==> src/rtl/mem_stage_access.sv <==
// mem_stage_access: MEM-stage data-memory access with req/ack handshake.
// Optional abort-on-timeout is compiled in when MEM_TIMEOUT_EN is defined.
//
// Ports:
//   clk, reset          pipeline clock (posedge), async active-high reset
//   WB, M               EX/MEM control: WB={RegWrite,MemtoReg}, M={MemRead,MemWrite}
//   ALU_result          EX/MEM address / ALU value
//   write_data          EX/MEM store data
//   RegDst_address      EX/MEM destination register
//   mem_req/we/addr/wdata  data memory request side (registered)
//   mem_ack, mem_rdata  data memory completion and read data
//   stall               combinational hold for PC, IF/ID, ID/EX, EX/MEM
//   _WB, _read_data, _ALU_result, _RegDst_address  MEM/WB register outputs
//   timeout_err         one-cycle abort pulse (constant 0 without MEM_TIMEOUT_EN)
//
// Parameter TIMEOUT_CYCLES: request cycles without ack before abort.

module mem_stage_access #(
    parameter int TIMEOUT_CYCLES = 255
) (
    input  logic        clk,
    input  logic        reset,
    input  logic [1:0]  WB,
    input  logic [1:0]  M,
    input  logic [31:0] ALU_result,
    input  logic [31:0] write_data,
    input  logic [4:0]  RegDst_address,
    output logic        mem_req,
    output logic        mem_we,
    output logic [31:0] mem_addr,
    output logic [31:0] mem_wdata,
    input  logic        mem_ack,
    input  logic [31:0] mem_rdata,
    output logic        stall,
    output logic [1:0]  _WB,
    output logic [31:0] _read_data,
    output logic [31:0] _ALU_result,
    output logic [4:0]  _RegDst_address,
    output logic        timeout_err
);

    localparam logic [1:0] S_IDLE   = 2'd0;
    localparam logic [1:0] S_ACCESS = 2'd1;
    localparam logic [1:0] S_DONE   = 2'd2;

    logic [1:0]  state_q, state_d;
    logic        we_q, we_d;
    logic [31:0] addr_q, addr_d;
    logic [31:0] wdata_q, wdata_d;
    logic [31:0] rdata_q, rdata_d;
    logic [1:0]  wb_q, wb_d;
    logic [31:0] rdd_q, rdd_d;
    logic [31:0] alu_q, alu_d;
    logic [4:0]  rd_q, rd_d;
    logic        stall_c;

    logic        timeout_hit;
    logic        aborted;

`ifdef MEM_TIMEOUT_EN
    localparam int CNT_W = (TIMEOUT_CYCLES > 1) ? $clog2(TIMEOUT_CYCLES) : 1;
    localparam logic [CNT_W-1:0] LIMIT = CNT_W'(TIMEOUT_CYCLES - 1);

    logic [CNT_W-1:0] cnt_q;
    logic             tmo_q;

    // Counter sits at zero outside ACCESS, so it is clear on every entry.
    always_ff @(posedge clk or posedge reset) begin
        if (reset) begin
            cnt_q <= '0;
            tmo_q <= 1'b0;
        end else begin
            cnt_q <= (state_q == S_ACCESS) ? cnt_q + 1'b1 : '0;
            tmo_q <= timeout_hit;
        end
    end

    // An ack in the last allowed cycle takes priority over the abort.
    assign timeout_hit = (state_q == S_ACCESS) && !mem_ack && (cnt_q == LIMIT);
    assign aborted     = tmo_q;
`else
    logic unused_timeout;
    assign unused_timeout = (TIMEOUT_CYCLES > 0);
    assign timeout_hit    = 1'b0;
    assign aborted        = 1'b0;
`endif

    always_comb begin
        state_d = state_q;
        we_d    = we_q;
        addr_d  = addr_q;
        wdata_d = wdata_q;
        rdata_d = rdata_q;
        wb_d    = wb_q;
        rdd_d   = rdd_q;
        alu_d   = alu_q;
        rd_d    = rd_q;
        stall_c = 1'b0;
        unique case (state_q)
            S_IDLE: begin
                if (M == 2'b00) begin
                    wb_d  = WB;
                    rdd_d = 32'd0;
                    alu_d = ALU_result;
                    rd_d  = RegDst_address;
                end else begin
                    stall_c = 1'b1;
                    addr_d  = {ALU_result[31:2], 2'b00};
                    wdata_d = write_data;
                    // M==11 is treated as a store.
                    we_d    = M[0];
                    wb_d    = 2'b00;
                    state_d = S_ACCESS;
                end
            end
            S_ACCESS: begin
                stall_c = 1'b1;
                wb_d    = 2'b00;
                if (mem_ack) begin
                    rdata_d = we_q ? 32'd0 : mem_rdata;
                    state_d = S_DONE;
                end else if (timeout_hit) begin
                    rdata_d = 32'd0;
                    state_d = S_DONE;
                end
            end
            S_DONE: begin
                // EX/MEM still holds the completed instruction here.
                wb_d    = aborted ? 2'b00 : WB;
                rdd_d   = rdata_q;
                alu_d   = ALU_result;
                rd_d    = RegDst_address;
                state_d = S_IDLE;
            end
            default: begin
                state_d = S_IDLE;
            end
        endcase
    end

    always_ff @(posedge clk or posedge reset) begin
        if (reset) begin
            state_q <= S_IDLE;
            we_q    <= 1'b0;
            addr_q  <= 32'd0;
            wdata_q <= 32'd0;
            rdata_q <= 32'd0;
            wb_q    <= 2'b00;
            rdd_q   <= 32'd0;
            alu_q   <= 32'd0;
            rd_q    <= 5'd0;
        end else begin
            state_q <= state_d;
            we_q    <= we_d;
            addr_q  <= addr_d;
            wdata_q <= wdata_d;
            rdata_q <= rdata_d;
            wb_q    <= wb_d;
            rdd_q   <= rdd_d;
            alu_q   <= alu_d;
            rd_q    <= rd_d;
        end
    end

    // Request is high exactly while in ACCESS; state is registered.
    assign mem_req         = (state_q == S_ACCESS);
    assign mem_we          = we_q;
    assign mem_addr        = addr_q;
    assign mem_wdata       = wdata_q;
    // Reset must release the pipeline at once, even with M!=00.
    assign stall           = stall_c & ~reset;
    assign _WB             = wb_q;
    assign _read_data      = rdd_q;
    assign _ALU_result     = alu_q;
    assign _RegDst_address = rd_q;
    assign timeout_err     = aborted;

endmodule

==> config.mk <==
export PLATFORM = sky130hd
export DESIGN_NAME = mem_stage_access
export DESIGN_NICKNAME = d
export VERILOG_FILES = /design/src/rtl/mem_stage_access.sv
export SDC_FILE = /design/constraint.sdc
export NUM_CORES = 1
export LEC_CHECK = 0
export BUFFER_PORTS_ARGS = -buffer_cell sky130_fd_sc_hd__buf_4
export CAP_MARGIN = 5
export CORE_MARGIN = 5
export CORE_UTILIZATION = 49
export CTS_CLUSTER_DIAMETER = 120
export CTS_CLUSTER_SIZE = 28
export DETAILED_ROUTE_END_ITERATION = 10
export PLACE_DENSITY = 0.8
export SLEW_MARGIN = 20
export SYNTH_ARGS = -nofsm -noshare
export SYNTH_HDL_FRONTEND = slang
export SYNTH_SLANG_ARGS = --single-unit
export TNS_END_PERCENT = 20
==> constraint.sdc <==
create_clock -name clk -period 6.7 [get_ports clk]
set_input_delay 0.335 -clock clk [delete_from_list [all_inputs] [get_ports clk]]
set_output_delay 0.335 -clock clk [all_outputs]
set_load 0.05 [all_outputs]
==> results.sh <==
export IMPL_status="finished, final reports clean"
export IMPL_final_max_slew_viol_count=0
export IMPL_timing_max_slew_rel_slack_pct=35.5
export IMPL_chipHeight_um=125
export IMPL_cts_buffers_inserted=17
export IMPL_grt_first_pass_wirelength_um=24900
export IMPL_buffer_cell_driving_the_clock_tree_root="sky130_fd_sc_hd__clkbuf_16"
export IMPL_number_of_setup_violations_in_the_final_report=0
export IMPL_routed_wire_length_per_instance_um=17.6
export IMPL_drt_first_iter_violations=161
export IMPL_via_count=4382
export IMPL_hold_class="input port to asynchronous set/reset pin"
export IMPL_worst_path_max_fanout=40
export IMPL_yosys_warnings=0
export IMPL_cp_required_ns=6.99
export IMPL_crit_path_start_kind="flop"
export IMPL_min_period_ns=2.76
export IMPL_post_synth_num_cell_types=21
export IMPL_drive_gt1_share_pct=53.7
export IMPL_avgViaCountPerCell=5.00
export IMPL_timing_max_cap_violations=0
export IMPL_gp_routability_congestion=0.849
export IMPL_antenna_found_initial=0
export IMPL_holdBufCountCts=0
export IMPL_synth_seq_area_share_pct=64.9
export IMPL_synthesis_stage_register_bit_count=168
export IMPL_grt_setup_unrepaired="no"
export IMPL_criticalPathCategory="flop to flop"
export IMPL_cp_arrival_ns=3.05
export IMPL_hold_viol=0
export IMPL_postCtsSetupRepairBufs=0
export IMPL_fp_row_count=42
export IMPL_first_global_vias=4644
export IMPL_setup_total_negative_slack_ns=0
export IMPL_grt_ovfl_total=0
export IMPL_grt_util_all_layers_pct=19.7
export IMPL_most_frequent_standard_cell_in_the_layout_excluding_fill_and_tap_cells="sky130_fd_sc_hd__buf_4"
export IMPL_first_pass_iters=4
export IMPL_dieArea_sq_um=15600
export IMPL_worstMarginPinSlew_ns=0.964
export IMPL_worst_clock_skew_ns=0.00653
export IMPL_post_route_drc_count=0
export IMPL_postCtsResizedCells=0
export IMPL_io_pins=247
export IMPL_initial_core_util_pct=49.5
export IMPL_dieWidth_um=125
export IMPL_drtAntennaViolNets=0
export IMPL_timing_fmax_mhz=362
export IMPL_num_antenna_cells=0
export IMPL_syn_to_final_growth_pct=37.9
export IMPL_syn_mean_instance_area_sq_um=14.2
export IMPL_synth_cell_area_sq_um=6480
export IMPL_tritoncts="done"
export IMPL_clkSinkCount=168
export IMPL_largest_net_degree_at_the_start_of_global_routing=89
export IMPL_finish_net_count=806
export IMPL_drt_total_wl_um=15400
export IMPL_syn_inst=456
export IMPL_clock_tree_buffer_depth=2
export IMPL_r2r_slack_ns=3.94
export IMPL_half_perimeter_wire_length_after_placement_um=11200
export IMPL_clk_latency_ns=0.41
export IMPL_cts_reportedPaths_clkPinSlew_ns=0.06
export IMPL_most_common_layout_cells="sky130_fd_sc_hd__buf_4, sky130_fd_sc_hd__dfrtp_1, sky130_fd_sc_hd__mux2_2"
export IMPL_placeableCoreArea_sq_um=13100
export IMPL_numPortBuffers=243
export IMPL_min_period_over_period_pct=41.2
export IMPL_cts_htree_levels=4
export IMPL_critPathCaptureType="flop"
-- logic make-up after synthesis --
| logic type | count (synthesis) | share of synthesized area, % |
|---|---|---|
| muxes | 100 | 17.4 |
| buffers and inverters | 36 | 3.13 |
| other | 1 | 0.0579 |
| AOI/OAI and AO/OA | 73 | 7.75 |
| and+or+nand+nor | 73 | 5.81 |
| adders and majority gates | 5 | 0.966 |
| DFF | 168 | 64.9 |
-- final timing paths --
check / end / cells after the start / startpoint
max: _ALU_result[4]$_DFFE_PP0P_ / 6 / state_q[0]$_DFFE_PP0P_
min: rdata_q[28]$_DFFE_PP0P_ / 2 / reset
max reg2reg: _ALU_result[4]$_DFFE_PP0P_ / 6 / state_q[0]$_DFFE_PP0P_
min reg2reg: rdata_q[6]$_DFFE_PP0P_ / 2 / rdata_q[6]$_DFFE_PP0P_
max in group asynchronous: rdata_q[26]$_DFFE_PP0P_ / 3 / reset
min in group clk: mem_wdata[19]$_DFFE_PP0P_ / 2 / write_data[19]
-- per-stage QoR --
step	area, sq um	instances	worst slack [ns]	util, %	hold slack (ns)
floorplan	6480	458	1.82	-	0.440
global placement	8400	850	4.07	64.2	0.463
detailed placement	8400	850	3.96	64.2	0.471
CTS	8920	876	3.94	68.2	0.0736
global route	8930	876	3.79	68.2	0.102
finish	8930	876	3.94	68.2	0.0525
-- final cells by class --
type	instances	area (sq um)
clock inverters	6	80.1
inverters	6	27.5
multi-input cells	254	2100
repair buffers	246	1850
clock buffers	20	447
well taps	176	220
fillers	946	4160
flip-flops and latches	168	4200
-- metal layers --
layer / vias to the layer above / GRT usage [%] / routed length (um)
met5: - / 0 / 0
met4: 0 / 7.08 / 364
met3: 29 / 6.65 / 1180
met2: 175 / 32.7 / 7610
met1: 2135 / 24.2 / 6270
li1: 2043 / - / -
-- Yosys cell counts --
| cell type | n | area [sq um] |
|---|---|---|
| sky130_fd_sc_hd__dfrtp_1 | 168 | 4200 |
| sky130_fd_sc_hd__mux2_2 | 100 | 1130 |
| sky130_fd_sc_hd__nand2_1 | 37 | 139 |
| sky130_fd_sc_hd__a22o_1 | 34 | 298 |
| sky130_fd_sc_hd__o21ai_0 | 33 | 165 |
| sky130_fd_sc_hd__nand2b_1 | 32 | 200 |
| sky130_fd_sc_hd__buf_4 | 12 | 90.1 |
| sky130_fd_sc_hd__clkbuf_1 | 10 | 37.5 |
| sky130_fd_sc_hd__buf_2 | 6 | 30.0 |
| sky130_fd_sc_hd__inv_1 | 6 | 22.5 |
| sky130_fd_sc_hd__ha_1 | 5 | 62.6 |
| sky130_fd_sc_hd__a21oi_1 | 2 | 10.0 |
| sky130_fd_sc_hd__buf_6 | 2 | 22.5 |
| sky130_fd_sc_hd__nor2b_1 | 2 | 12.5 |
| sky130_fd_sc_hd__a21oi_2 | 1 | 8.76 |
| sky130_fd_sc_hd__and2_1 | 1 | 6.26 |
| sky130_fd_sc_hd__conb_1 | 1 | 3.75 |
| sky130_fd_sc_hd__nor3b_4 | 1 | 18.8 |
| sky130_fd_sc_hd__o21a_1 | 1 | 7.51 |
| sky130_fd_sc_hd__o21ai_1 | 1 | 5.00 |
| sky130_fd_sc_hd__o31ai_1 | 1 | 7.51 |
-- flip-flops by register name, summed over array words and instances, names as in the netlist --
signal           flops
mem_wdata           32
mem_addr            30
state_q              2
_WB                  2
_RegDst_address      5
mem_we               1
_ALU_result         32
_read_data          32
rdata_q             32
-- worst max-delay path: stages (launching register included) --
cell	delay [ns]
sky130_fd_sc_hd__dfrtp_1	0.40
sky130_fd_sc_hd__inv_1	0.11
sky130_fd_sc_hd__ha_1	0.27
sky130_fd_sc_hd__nor3b_4	0.20
sky130_fd_sc_hd__a21oi_4	0.66
sky130_fd_sc_hd__buf_4	0.59
sky130_fd_sc_hd__mux2_2	0.40
Power is not shown: default switching activity piles up to over one toggle a cycle in this logic, so the estimate is an artifact.
